<file path="src/rtl/seg_display_decoder.sv">
// Four-digit MM:SS 7-segment scanner: shadow capture, per-digit decode, time-multiplexed
// active-low drive with guard cycles, leading-zero blanking, blink and sticky bad-digit flag.

module seg_digit_dec (
  input  logic [3:0] bcd,
  output logic [6:0] seg_n
);
  always_comb begin
    seg_n = 7'b1111110;
    unique case (bcd)
      4'd0: seg_n = 7'b0000001;
      4'd1: seg_n = 7'b1001111;
      4'd2: seg_n = 7'b0010010;
      4'd3: seg_n = 7'b0000110;
      4'd4: seg_n = 7'b1001100;
      4'd5: seg_n = 7'b0100100;
      4'd6: seg_n = 7'b0100000;
      4'd7: seg_n = 7'b0001111;
      4'd8: seg_n = 7'b0000000;
      4'd9: seg_n = 7'b0000100;
      default: seg_n = 7'b1111110;
    endcase
  end
endmodule

module seg_display_decoder #(
  parameter int SCAN_DIV     = 100,
  parameter int BLINK_FRAMES = 50
) (
  input  logic        clk,
  input  logic        rst_n,
  input  logic        load,
  input  logic [15:0] digits_in,
  input  logic        blank_lz,
  input  logic        blink_en,
  output logic [6:0]  seg_n,
  output logic        dp_n,
  output logic [3:0]  an_n,
  output logic        digit_err
);
  localparam int NUM_DIGITS = 4;
  localparam int CW = $clog2(SCAN_DIV);
  localparam int BW = (BLINK_FRAMES > 1) ? $clog2(BLINK_FRAMES) : 1;

  logic [NUM_DIGITS-1:0][3:0] shadow;
  logic [NUM_DIGITS-1:0][6:0] dec_seg;
  logic [NUM_DIGITS-1:0]      in_bad;
  logic [CW-1:0]              cnt;
  logic [1:0]                 idx;
  logic [BW-1:0]              bcnt;
  logic                       hidden;

  genvar g;
  generate
    for (g = 0; g < NUM_DIGITS; g++) begin : g_dig
      seg_digit_dec u_dec (.bcd(shadow[g]), .seg_n(dec_seg[g]));
      assign in_bad[g] = (digits_in[g*4 +: 4] > 4'd9);
    end
  endgenerate

  logic slot_end, frame_end, blink_wrap;
  assign slot_end   = (cnt == CW'(SCAN_DIV-1));
  assign frame_end  = slot_end && (idx == 2'd3);
  assign blink_wrap = (bcnt == BW'(BLINK_FRAMES-1));

  always_ff @(posedge clk or negedge rst_n) begin
    if (!rst_n) begin
      shadow    <= '0;
      digit_err <= 1'b0;
    end else if (load) begin
      shadow    <= digits_in;
      digit_err <= digit_err | (|in_bad);
    end
  end

  always_ff @(posedge clk or negedge rst_n) begin
    if (!rst_n) begin
      cnt <= '0;
      idx <= '0;
    end else if (slot_end) begin
      cnt <= '0;
      idx <= idx + 2'd1;
    end else begin
      cnt <= cnt + CW'(1);
    end
  end

  // Blink phase only advances while enabled; disabling snaps back to visible.
  always_ff @(posedge clk or negedge rst_n) begin
    if (!rst_n) begin
      bcnt   <= '0;
      hidden <= 1'b0;
    end else if (!blink_en) begin
      bcnt   <= '0;
      hidden <= 1'b0;
    end else if (frame_end) begin
      if (blink_wrap) begin
        bcnt   <= '0;
        hidden <= ~hidden;
      end else begin
        bcnt <= bcnt + BW'(1);
      end
    end
  end

  logic lz3, lz2, supp, guard;
  logic [6:0] seg_d;
  logic [3:0] an_d;
  logic       dp_d;

  always_comb begin
    lz3   = blank_lz && (shadow[3] == 4'd0);
    lz2   = lz3 && (shadow[2] == 4'd0);
    guard = (cnt == '0);
    supp  = (blink_en && hidden) || ((idx == 2'd3) && lz3) || ((idx == 2'd2) && lz2);
    seg_d = 7'h7F;
    an_d  = 4'hF;
    dp_d  = 1'b1;
    // Guard cycle blanks everything so a digit change never ghosts onto the next anode.
    if (!guard && !supp) begin
      seg_d = dec_seg[idx];
      an_d  = ~(4'b0001 << idx);
      dp_d  = (idx != 2'd2);
    end
  end

  always_ff @(posedge clk or negedge rst_n) begin
    if (!rst_n) begin
      seg_n <= 7'h7F;
      an_n  <= 4'hF;
      dp_n  <= 1'b1;
    end else begin
      seg_n <= seg_d;
      an_n  <= an_d;
      dp_n  <= dp_d;
    end
  end
endmodule

</file>
<file path="config.mk">
export PLATFORM = sky130hd
export DESIGN_NAME = seg_display_decoder
export DESIGN_NICKNAME = d
export VERILOG_FILES = /design/src/rtl/seg_display_decoder.sv
export SDC_FILE = /design/constraint.sdc
export NUM_CORES = 1
export LEC_CHECK = 0
export CORE_ASPECT_RATIO = 1.4
export CORE_MARGIN = 4
export CORE_UTILIZATION = 45
export CTS_CLUSTER_DIAMETER = 150
export DETAILED_ROUTE_END_ITERATION = 10
export MAX_ROUTING_LAYER = met4
export PLACE_DENSITY = 0.73
export SETUP_SLACK_MARGIN = 0.2
export SLEW_MARGIN = 20
export SYNTH_ARGS = -nofsm -noshare
export SYNTH_HDL_FRONTEND = slang
export SYNTH_SLANG_ARGS = --single-unit
</file>
<file path="constraint.sdc">
create_clock -name clk -period 1.5 [get_ports clk]
set_input_delay 0.45 -clock clk [delete_from_list [all_inputs] [get_ports clk]]
set_output_delay 0.45 -clock clk [all_outputs]
set_load 0.05 [all_outputs]
</file>
==> results by stage <==
STA:
- After layout, the worst path uses 99.18% of the clock period.
- The number of max-slew violations in the final report is 0.
- The headroom to the max-slew limit is 69.36%.
- Counting I/O delays and the setup requirement, the final critical path takes 1488 ps.
- The maximum operating frequency is 0.6722 GHz.
- The slew at the pin with the worst max-slew slack is 457.6 ps.
- The total setup violations reported at the end of the flow is 0.
- Setup repair after global routing could not meet its margin everywhere.
- On the final layout, the worst clock skew is 17.87 ps.
- On the final layout, the worst hold slack is 98.63 ps.
- The final hold violation count is 0.
- The final critical-path setup slack is 12.33 ps.

Power and ir drop:
- The leakage power figure is 1.759 nW.
- The maximum VDD drop is 436.6 uV.
- For this design the ratio of total power to cell area is 780.5 mW/mm2.

Floorplanning:
- The cell row count is 33.
- The region available for standard cell placement spans 0.005863 mm2.
- The die width is 73.79 um.
- The die area is 0.007386 mm2.
- The top-level I/O count is 34.
- The starting utilization of the core area is 46.50%.
- The die is 100.1 um tall.

Logic synthesis:
- For this run, the number of Yosys warnings is 0.
- A synthesized cell averages 9.668 um2.
- By area the synthesized netlist is led by sky130_fd_sc_hd__dfrtp_1 30%, sky130_fd_sc_hd__ha_1 13%, sky130_fd_sc_hd__dfstp_2 11%.
- The number of synthesized flops with an enable pin is 0.
- The cell count after synthesis came out at 282.
- The number of nets handed over by synthesis was 331.
- Ranked by instance count, the synthesized netlist is headed by 37 x sky130_fd_sc_hd__o21ai_0, 33 x sky130_fd_sc_hd__dfrtp_1, 28 x sky130_fd_sc_hd__ha_1.
- The share of synthesized area in the top cell type comes to 30.29%.
- The mapped netlist covers 0.002726 mm2.
- The number of synthesized register bits is 44.
- The predominant post-synthesis flop cell is sky130_fd_sc_hd__dfrtp_1.
- The cell with the most instances after synthesis is sky130_fd_sc_hd__o21ai_0.
- The number of distinct standard cells referenced by the synthesized netlist is 49.
- The async set-or-reset flop fraction in the synthesized netlist is 100.0%.
- The cell type with the highest aggregate area in the netlist is sky130_fd_sc_hd__dfrtp_1.
- Sequential cells were found to cover 40.89% of the synthesized design area.

Final layout:
- The share of the core filled with cells is 72.30%.
- The layout has 363 filler cells.
- The number of antenna diodes in the final layout is 0.
- In the final layout, the share of cells above drive strength 1 is 51.91%.
- From synthesis to final layout, the design area changed by 55.48%.
- After the last flow step, the layout net total stands at 414.

Setup path:
- Data on the critical path is required at its endpoint by 1720 ps.
- The kind of end point of the critical path is a flop.
- The worst setup path is of the flop to flop kind.
- At the worst endpoint, the arrival time is 1710 ps.
- The launching element type of the critical path is a flop.
- Along the worst path, the maximum fanout reaches 4.

Clock tree:
- The number of buffers on the longest clock path is 2.
- The root cell of the clock tree is sky130_fd_sc_hd__clkbuf_8.
- The later pin in the worst-skew pair is clocked with a latency of 310 ps.
- In this run the number of H-tree levels came out at 2.
- The TritonCTS clock tree is yes.
- Clock-pin slew was measured on the worst setup and hold paths at 100 ps.
- The quantity of hold-fixing buffers added after cts is 0.
- The number of clock buffers inserted by TritonCTS is 5.
- The number of sinks handled by clock tree synthesis is 44.

Route:
- The detail route stage leaves a number of antenna-violating nets equal to 0.
- The first detailed-routing pass ran for 4 iterations.
- The detailed router finished its first iteration with 132 violations.
- In the routed layout, each cell is associated on average with a via count of 5.693.
- For this block, the routed nets add up to 7.627 mm of wire.
- The average wire length per cell after detail routing is 17.49 um.
- The remaining routing DRC violations is 0.
- The total via count in the routed design is 2482.

Global routing:
- Entering global routing, the biggest net connects 45 pins.
- The initial antenna violation count is 0.
- The via count of the first global-routing pass is 2430.
- The total overflow left after global routing is 0.
- The wire length of the first global-routing pass is 11.18 mm.
- The overall track demand over capacity in global routing is 19.91%.

Placement:
- The number of buffers added on ports is 33.
- After legalization and detailed placement, the total HPWL measured 4.492 mm.
- The global placement routability congestion is 0.8336.
- Before CTS, the worst setup slack after placement is -242.4 ps.

Outcome:
- The flow ran to the end, and the final reports show no timing, DRC or antenna violations.

Job:
- The tool flagged a number of max-cap violations equal to 0.

Worst hold path:
- The class of the tightest hold or removal check is input pin to async pin.
## cell type report
class | count | area, um2 | share of cell area [%]
clock buffers | 5 | 68.82 | 1.623
multi-input cells | 202 | 1871 | 44.13
clock inverters | 3 | 23.77 | 0.5608
well taps | 70 | 87.58 | 2.066
repair buffers | 91 | 972.2 | 22.93
flip-flops and latches | 44 | 1125 | 26.53
inverters | 21 | 91.34 | 2.155
## flip-flops by register name (all words and copies together), names as in the netlist
signal     flops
an_n           3
shadow        16
bcnt           6
cnt            7
dp_n           1
digit_err      1
hidden         1
seg_n          7
idx            2
## routing by layer
layer	GRT usage (%)	part of all wire [%]	vias to the layer above
li1	-	-	1179
met5	-	0	-
met3	3.206	3.7	21
met4	7.531	3.2	0
met2	35.52	55	75
met1	21.63	39	1207
## layout by cell type, fill, tap and decap left out, types with 9 or more instances in the layout
cell type and instances:
sky130_fd_sc_hd__ha_1 13, sky130_fd_sc_hd__o21ai_1 12, sky130_fd_sc_hd__o21ai_0 19, sky130_fd_sc_hd__buf_12 17, sky130_fd_sc_hd__buf_4 49, sky130_fd_sc_hd__nand3_1 9
sky130_fd_sc_hd__ha_4 11, sky130_fd_sc_hd__dfrtp_1 25, sky130_fd_sc_hd__mux2_2 9, sky130_fd_sc_hd__nor2_1 9, sky130_fd_sc_hd__nand2_1 18, sky130_fd_sc_hd__clkdlybuf4s50_1 18
sky130_fd_sc_hd__dfstp_2 11
## where the power goes
part	internal (mW)	switching (mW)
registers	1.31	0.141
logic	0.551	0.545
clock network	0.330	0.436
total	2.19	1.12
## kinds of logic after synthesis
logic type,synth area share (%)
compound gates,20.65
xor+xnor,1.606
fa+ha+maj,12.85
buf+inv,5.737
flops,40.89
mux,4.452
simple gates,13.81
## repair_timing
item                                    in CTS  in global routing
pin swaps                                   22                 20
resized for setup                           62                 53
buffers inserted                            25                  8
endpoints found under the setup margin      33                 34
cloned                                       1                  0
## critical path: stages, from the launching register on
cell	delay [ps]
sky130_fd_sc_hd__dfrtp_2	480
sky130_fd_sc_hd__buf_6	140
sky130_fd_sc_hd__ha_4	140
sky130_fd_sc_hd__nand2_2	80
sky130_fd_sc_hd__o21ai_2	60
sky130_fd_sc_hd__a221oi_2	400
sky130_fd_sc_hd__o21ai_4	100
## worst paths after layout
check                                end      start  cells past startpoint  slack, ps
worst min-delay path             bcnt[3]      rst_n                      2        100
worst min register to register    hidden     hidden                      1        510
min in group clk                  hidden     hidden                      1        510
worst max register to register  seg_n[0]  shadow[1]                      6         10
max in group asynchronous       seg_n[1]      rst_n                      2       1110
worst max-delay path            seg_n[0]  shadow[1]                      6         10
## through the flow
step | cells | total power, mW | setup TNS (ps) | cell area, um2
after floorplan | 282 | 1.857 | 0 | 2810
after global placement | 394 | 2.228 | -2939 | 3475
after detailed placement | 394 | 2.249 | -3467 | 3475
after CTS | 428 | 3.146 | 0 | 3983
after global routing | 436 | 3.446 | -121.6 | 4239
final | 436 | 3.309 | 0 | 4239
(Power assumes the default switching activity.)
==> variant 1: new RTL, config.mk and constraints unchanged <==
Make the reset (`rst_n`) synchronous in 4 clocked blocks.
--- a/src/rtl/seg_display_decoder.sv
+++ b/src/rtl/seg_display_decoder.sv
@@ -63,7 +63,7 @@
   assign frame_end  = slot_end && (idx == 2'd3);
   assign blink_wrap = (bcnt == BW'(BLINK_FRAMES-1));
 
-  always_ff @(posedge clk or negedge rst_n) begin
+  always_ff @(posedge clk) begin
     if (!rst_n) begin
       shadow    <= '0;
       digit_err <= 1'b0;
@@ -73,7 +73,7 @@
     end
   end
 
-  always_ff @(posedge clk or negedge rst_n) begin
+  always_ff @(posedge clk) begin
     if (!rst_n) begin
       cnt <= '0;
       idx <= '0;
@@ -86,7 +86,7 @@
   end
 
   // Blink phase only advances while enabled; disabling snaps back to visible.
-  always_ff @(posedge clk or negedge rst_n) begin
+  always_ff @(posedge clk) begin
     if (!rst_n) begin
       bcnt   <= '0;
       hidden <= 1'b0;
@@ -124,7 +124,7 @@
     end
   end
 
-  always_ff @(posedge clk or negedge rst_n) begin
+  always_ff @(posedge clk) begin
     if (!rst_n) begin
       seg_n <= 7'h7F;
       an_n  <= 4'hF;
Function: differs if rst_n is asserted again (counterexample within 4 cycles, from zero or initial values and one cycle with rst_n low); with rst_n held inactive, the same outputs for 10 cycles.
==> variant 1 against the unedited design <==
The run now ends with negative setup slack left. Sequential cell count is 28 higher. Synthesized cell count grew 24%. Final cell count up 38%. Total power increased by 55%. Routed wire length increased by 89%. Cell area rose by 50%. Area after synthesis rose by 27%. Worst setup slack worse by 0.18 ns. Largest cell class unchanged.
==> variant 1: results (changes against the unedited design) <==
** Drt
- The sum of routed wire length over all layers came to 14400 um (+89%).
- The initial detailed-routing violation count came to 271 (+110%).
- Per-cell via count in the routed design :: 5.92 (+3.9%)
- The count of TritonRoute iterations in the first routing pass is 6 (+2).

** Global routing
- First-pass GRT wire length :: 18200 um (+62%)
- Vias in the first global route :: 3476 (+43%)
- The maximum number of pins on one net before global-route repair was 16 (-64%).
- Total Routing Usage GR :: 27.1% (+7.2 points)

** Yosys
- The sequential share of the synthesized area is 41.6% (+0.76 points).
- Count of cell types in the netlist :: 57 (+16%)
- The post-synth net total was 401 (+21%).
- Cell types occupying the most area after synthesis :: sky130_fd_sc_hd__dfxtp_1 (42%), sky130_fd_sc_hd__ha_1 (11%), sky130_fd_sc_hd__mux4_2 (4.6%)
- Post-synth top flop :: sky130_fd_sc_hd__dfxtp_1
- Post-synth top cells :: sky130_fd_sc_hd__dfxtp_1 (72), sky130_fd_sc_hd__nor2_1 (34), sky130_fd_sc_hd__ha_1 (30), sky130_fd_sc_hd__inv_1 (25)
- The share of flip-flops with an asynchronous set or reset is 0% (-100 points).
- The number of warnings printed during yosys synthesis was 0 (unchanged).

** Clock tree
- The cell sitting at the root of the clock tree is a sky130_fd_sc_hd__clkbuf_8.
- CTS max path bufs :: 2 (unchanged)
- The deepest level of the CTS H-tree is 3 (+1).
- The later-pin clock latency in the skew report is 0.36 ns (+0.05 ns).
- Clock-pin slew on the worst setup and hold paths :: 0.08 ns (-0.02 ns)
- Number of CTS-inserted buffers :: 9 (+4)

** Placement
- Placer congestion estimate :: 0.877 (+5.1%)
- Sum of net half-perimeters after detailed placement :: 6340 um (+41%)
- Post-detailed-placement cell area :: 4630 um2 (+33%)

** STA
- Clock Skew :: 0.0106 ns (-0.00722 ns)
- Worst slew margin relative to its limit :: 70.6% (+1.2 points)
- The post-route worst setup slack is -0.164 ns (-0.177 ns).
- Setup violators final :: 26 (+26)
- Total Negative Setup Slacks :: -2.28 ns (-2.28 ns)
- The final count of hold timing violations came to 0 (unchanged).

** Critical path
- Category of cells accounting for the largest share of critical-path delay :: compound AO/OA/AOI/OAI gates
- The largest fanout on the critical path was 5 (+1).
- Max stage delay cell, worst path :: sky130_fd_sc_hd__dfxtp_2
- The endpoint arrival time on the critical path came to 1.92 ns (+0.21 ns).
- The delay contributed by the slowest stage of the critical path was 0.37 ns (-0.11 ns).

** Final layout
- The largest registers in the layout are g_dig.u_dec.seg_n (28), shadow (16).
- Fraction of layout cells with a size suffix above 1 :: 67.4% (+15 points)
- Final #Nets :: 552 (+33%)
- Syn-to-layout area delta :: 84.0%
- Fill cell count :: 314 (-13%)

** Power
- The standby leakage power is 2.54 nW (+44%).
- The peak ir drop on the vdd network was 601 uV (+38%).

** Hold path
- Hold crit path type :: reg -> reg

** Run status
- Status :: finished with violations
- Violations in the final reports :: negative setup slack
variant 1: cell count changes after synthesis, sizes merged, moves of 8 or more:
cell / delta
o21ai: -30
nand3: -8
nand2b: +9
nor3: +10
dfxtp: +72
nor2: +24
dfstp: -11
a21oi: +15
dfrtp: -33
variant 1: worst paths after layout:
kind	startpoint	cells after the start	endpoint	slack, ns
worst max-delay path	cnt[1]$_SDFF_PP0_	7	seg_n[0]$_SDFF_PN1_	-0.16
worst min-delay path	digit_err$_SDFFE_PN0P_	2	digit_err$_SDFFE_PN0P_	0.53
worst max register to register	cnt[1]$_SDFF_PP0_	7	seg_n[0]$_SDFF_PN1_	-0.16
worst min register to register	digit_err$_SDFFE_PN0P_	2	digit_err$_SDFFE_PN0P_	0.53
variant 1: repair_timing:
| action | CTS | global route |
|---|---|---|
| resized for setup | 212 | 87 |
| buffers inserted | 20 | 25 |
| endpoints found under the setup margin | 81 | 69 |
| pin swaps | 51 | 52 |
| cloned | 1 | 1 |
| endpoints found under the hold margin | 0 | 0 |
variant 1: metrics by stage:
step                total power, mW  cells  setup slack, ns
global placement               3.02    540           -0.801
finish                         5.13    603           -0.164
floorplan                      2.62    350           -0.322
detailed placement             3.04    540           -0.857
global route                   5.26    603           -0.211
CTS                            4.76    577          -0.0601
variant 1: cells by family after synthesis:
kind of cell               after synthesis  synth area share (%)
buffers and inverters                   40                  5.71
DFF                                     72                  41.6
muxes                                   22                  9.33
xor gates and xnor gates                 8                  2.02
AOI/OAI and AO/OA                       67                  13.1
adders and majority gates               30                  10.8
and+or+nand+nor                        111                  17.3
variant 1: power by group:
part	internal, mW	leakage, nW	switching, mW
Sequential	2.06	0.594	0.100
Combinational	0.758	1.85	0.719
Clock	0.736	0.0927	0.756
variant 1: layout make-up:
class	instances	area share, %
clock inverter	2	0.196
timing repair buffer	153	24.9
multi-input combinational	238	44.9
inverter	27	2.36
sequential	72	23.1
tap	97	1.91
clock buffer	14	2.71
variant 1: worst reg2reg max path, cell delays in order (launching register included):
cell,delay [ns]
sky130_fd_sc_hd__dfxtp_2,0.37
sky130_fd_sc_hd__inv_2,0.06
sky130_fd_sc_hd__ha_4,0.15
sky130_fd_sc_hd__nor3b_4,0.14
sky130_fd_sc_hd__a221o_1,0.34
sky130_fd_sc_hd__a31oi_4,0.22
sky130_fd_sc_hd__buf_4,0.20
sky130_fd_sc_hd__nand2b_1,0.07
variant 1: per-layer routing:
layer  GRT usage [%]  up-vias  share of wire (%)
met3            5.42       69                5.3
li1                -     1546                  -
met1            31.2     1769                 36
met4            11.1        0                5.2
met2            45.1      183                 53
met5               -        -                  0
==> variant 2: new RTL, same settings <==
Without the edit above. Change the parameter `SCAN_DIV` from 100 to 200.
--- a/src/rtl/seg_display_decoder.sv
+++ b/src/rtl/seg_display_decoder.sv
@@ -24,7 +24,7 @@
 endmodule
 
 module seg_display_decoder #(
-  parameter int SCAN_DIV     = 100,
+  parameter int SCAN_DIV     = 200,
   parameter int BLINK_FRAMES = 50
 ) (
   input  logic        clk,
Behaviour: no difference found for any inputs over 10 cycles, from zero or initial values and one cycle with rst_n low; that may be too few to reach the edited logic, so the function may still have changed.
==> variant 2 against the unedited design <==
The flow now finishes with violations (negative setup slack). Total power down 12%. Worst setup slack worse by 0.046 ns. Routed wire length down 20%. Cell area down 8.6%. Area after synthesis up 1.9%. Sequential cell count up 1. Sequential power down 3%. Worst hold slack better by 0.013 ns.
==> variant 2: results (changes against the unedited design) <==
** STA
- Final-layout worst hold slack :: 0.112 ns (+0.0130 ns)
- The post-route worst setup slack was -0.0338 ns (-0.0461 ns).
- The aggregate negative setup slack was -0.0641 ns (-0.0641 ns).
- Setup violators final :: 6 (+6)

** Final layout
- The clock buffer instance count of the final layout is 6 (+1).
- The area share of buffers outside the clock network came to 19.9% (-3.0 points).
- Final #Nets :: 402 (-2.9%)
- The number of cells in the finished layout apart from fillers came to 424 (-2.8%).
- Final-layout clock-cell area share :: 2.13% (-0.054 points)
- Number of combinational gates with multiple inputs :: 208 (+3.0%)
- Proportion of cell area occupied by multi-input gates :: 43.7% (-0.42 points)
- Fill cell count :: 470 (+29%)
- The largest registers in the layout are shadow (16), cnt (8), seg_n (7).

** Power
- The switching power total came to 0.899 mW (-20%).
- Worst-case vdd ir drop :: 590 uV (+35%)
- Leakage power :: 1.70 nW (-3.2%)

** Drt
- Total vias in the final route :: 2370 (-4.5%)
- Wire length on met2 :: 3050 um (-27%)
- WL/cell :: 14.4 um (-18%)
- The sum of routed wire segments on met1 was 2620 um (-11%).

** Yosys
- Post-synthesis net count :: 339 (+2.4%)
- By area the synthesized netlist is led by sky130_fd_sc_hd__dfrtp_1 (31%), sky130_fd_sc_hd__ha_1 (13%), sky130_fd_sc_hd__dfstp_2 (10%).
- The register bit total from synthesis came to 45 (+2.3%).
- The commonest cells after synthesis are sky130_fd_sc_hd__o21ai_0 (40), sky130_fd_sc_hd__dfrtp_1 (34), sky130_fd_sc_hd__nand2_1 (32), sky130_fd_sc_hd__ha_1 (28), sky130_fd_sc_hd__inv_1 (22).
- Avg Cell Area, Syn :: 9.58 um2 (-0.93%)
- Count of cell types in the netlist :: 52 (+6.1%)

** Placement
- Placer congestion estimate :: 0.951 (+14%)
- Post-detailed-placement cell area :: 3610 um2 (+3.9%)
- Sum of net half-perimeters after detailed placement :: 4420 um (-1.6%)
- Cell count after placement :: 412 (+4.6%)

** Critical path
- Max stage delay cell, worst path :: sky130_fd_sc_hd__or4_1
- The cell family contributing the most delay on the critical path is simple AND/OR/NAND/NOR gates.
- Endpoint of the worst register-to-register path :: hidden$_DFFE_PN0P_
- Arrival @ worst endpoint :: 1.77 ns (+0.06 ns)
- Origin of the critical flop-to-flop path :: cnt[1]$_DFF_PN0_
- Depth of the worst register-to-register path :: 5 (-1)
- In this run the worst setup path terminates at hidden$_DFFE_PN0P_.

** Run status
- Violations in the final reports :: negative setup slack
- The run finished, with violations left.

** Global routing
- The met1 usage was 22.8% (+1.1 points).
- The via count of the first global-routing pass came to 2305 (-5.1%).
- The global routing usage on met2 was 28.4% (-7.1 points).
variant 2: cell types whose count changed after synthesis, sizes merged, moves of 3 or more:
cell,unedited run,this run
a211oi,3,0
nand2,25,32
nand3,12,5
a21o,1,4
clkbuf,4,11
nor2b,7,4
buf,11,3
or2,0,5
variant 2: logic make-up after synthesis:
| group | share of synthesized area, % |
|---|---|
| AO/OA/AOI/OAI | 21.1 |
| XOR/XNOR | 1.58 |
| adder cells (fa/ha/maj) | 12.6 |
| buffers and inverters | 5.27 |
| flip-flops | 41.0 |
| multiplexers | 4.32 |
| AND/OR/NAND/NOR | 14.1 |
variant 2: power by group through the flow:
stage	Sequential, mW	Clock [mW]	Combinational, mW
floorplan	1.50	0	0.304
global placement	1.43	0	0.724
detailed placement	1.43	0	0.734
CTS	1.41	0.742	0.770
global route	1.43	0.793	0.849
finish	1.41	0.724	0.779
variant 2: what timing repair did:
action,4_1_cts,5_1_grt
resized for setup,37,10
setup buffers,2,1
endpoints found under the setup margin,34,37
gates cloned,1,0
pin swaps,9,2
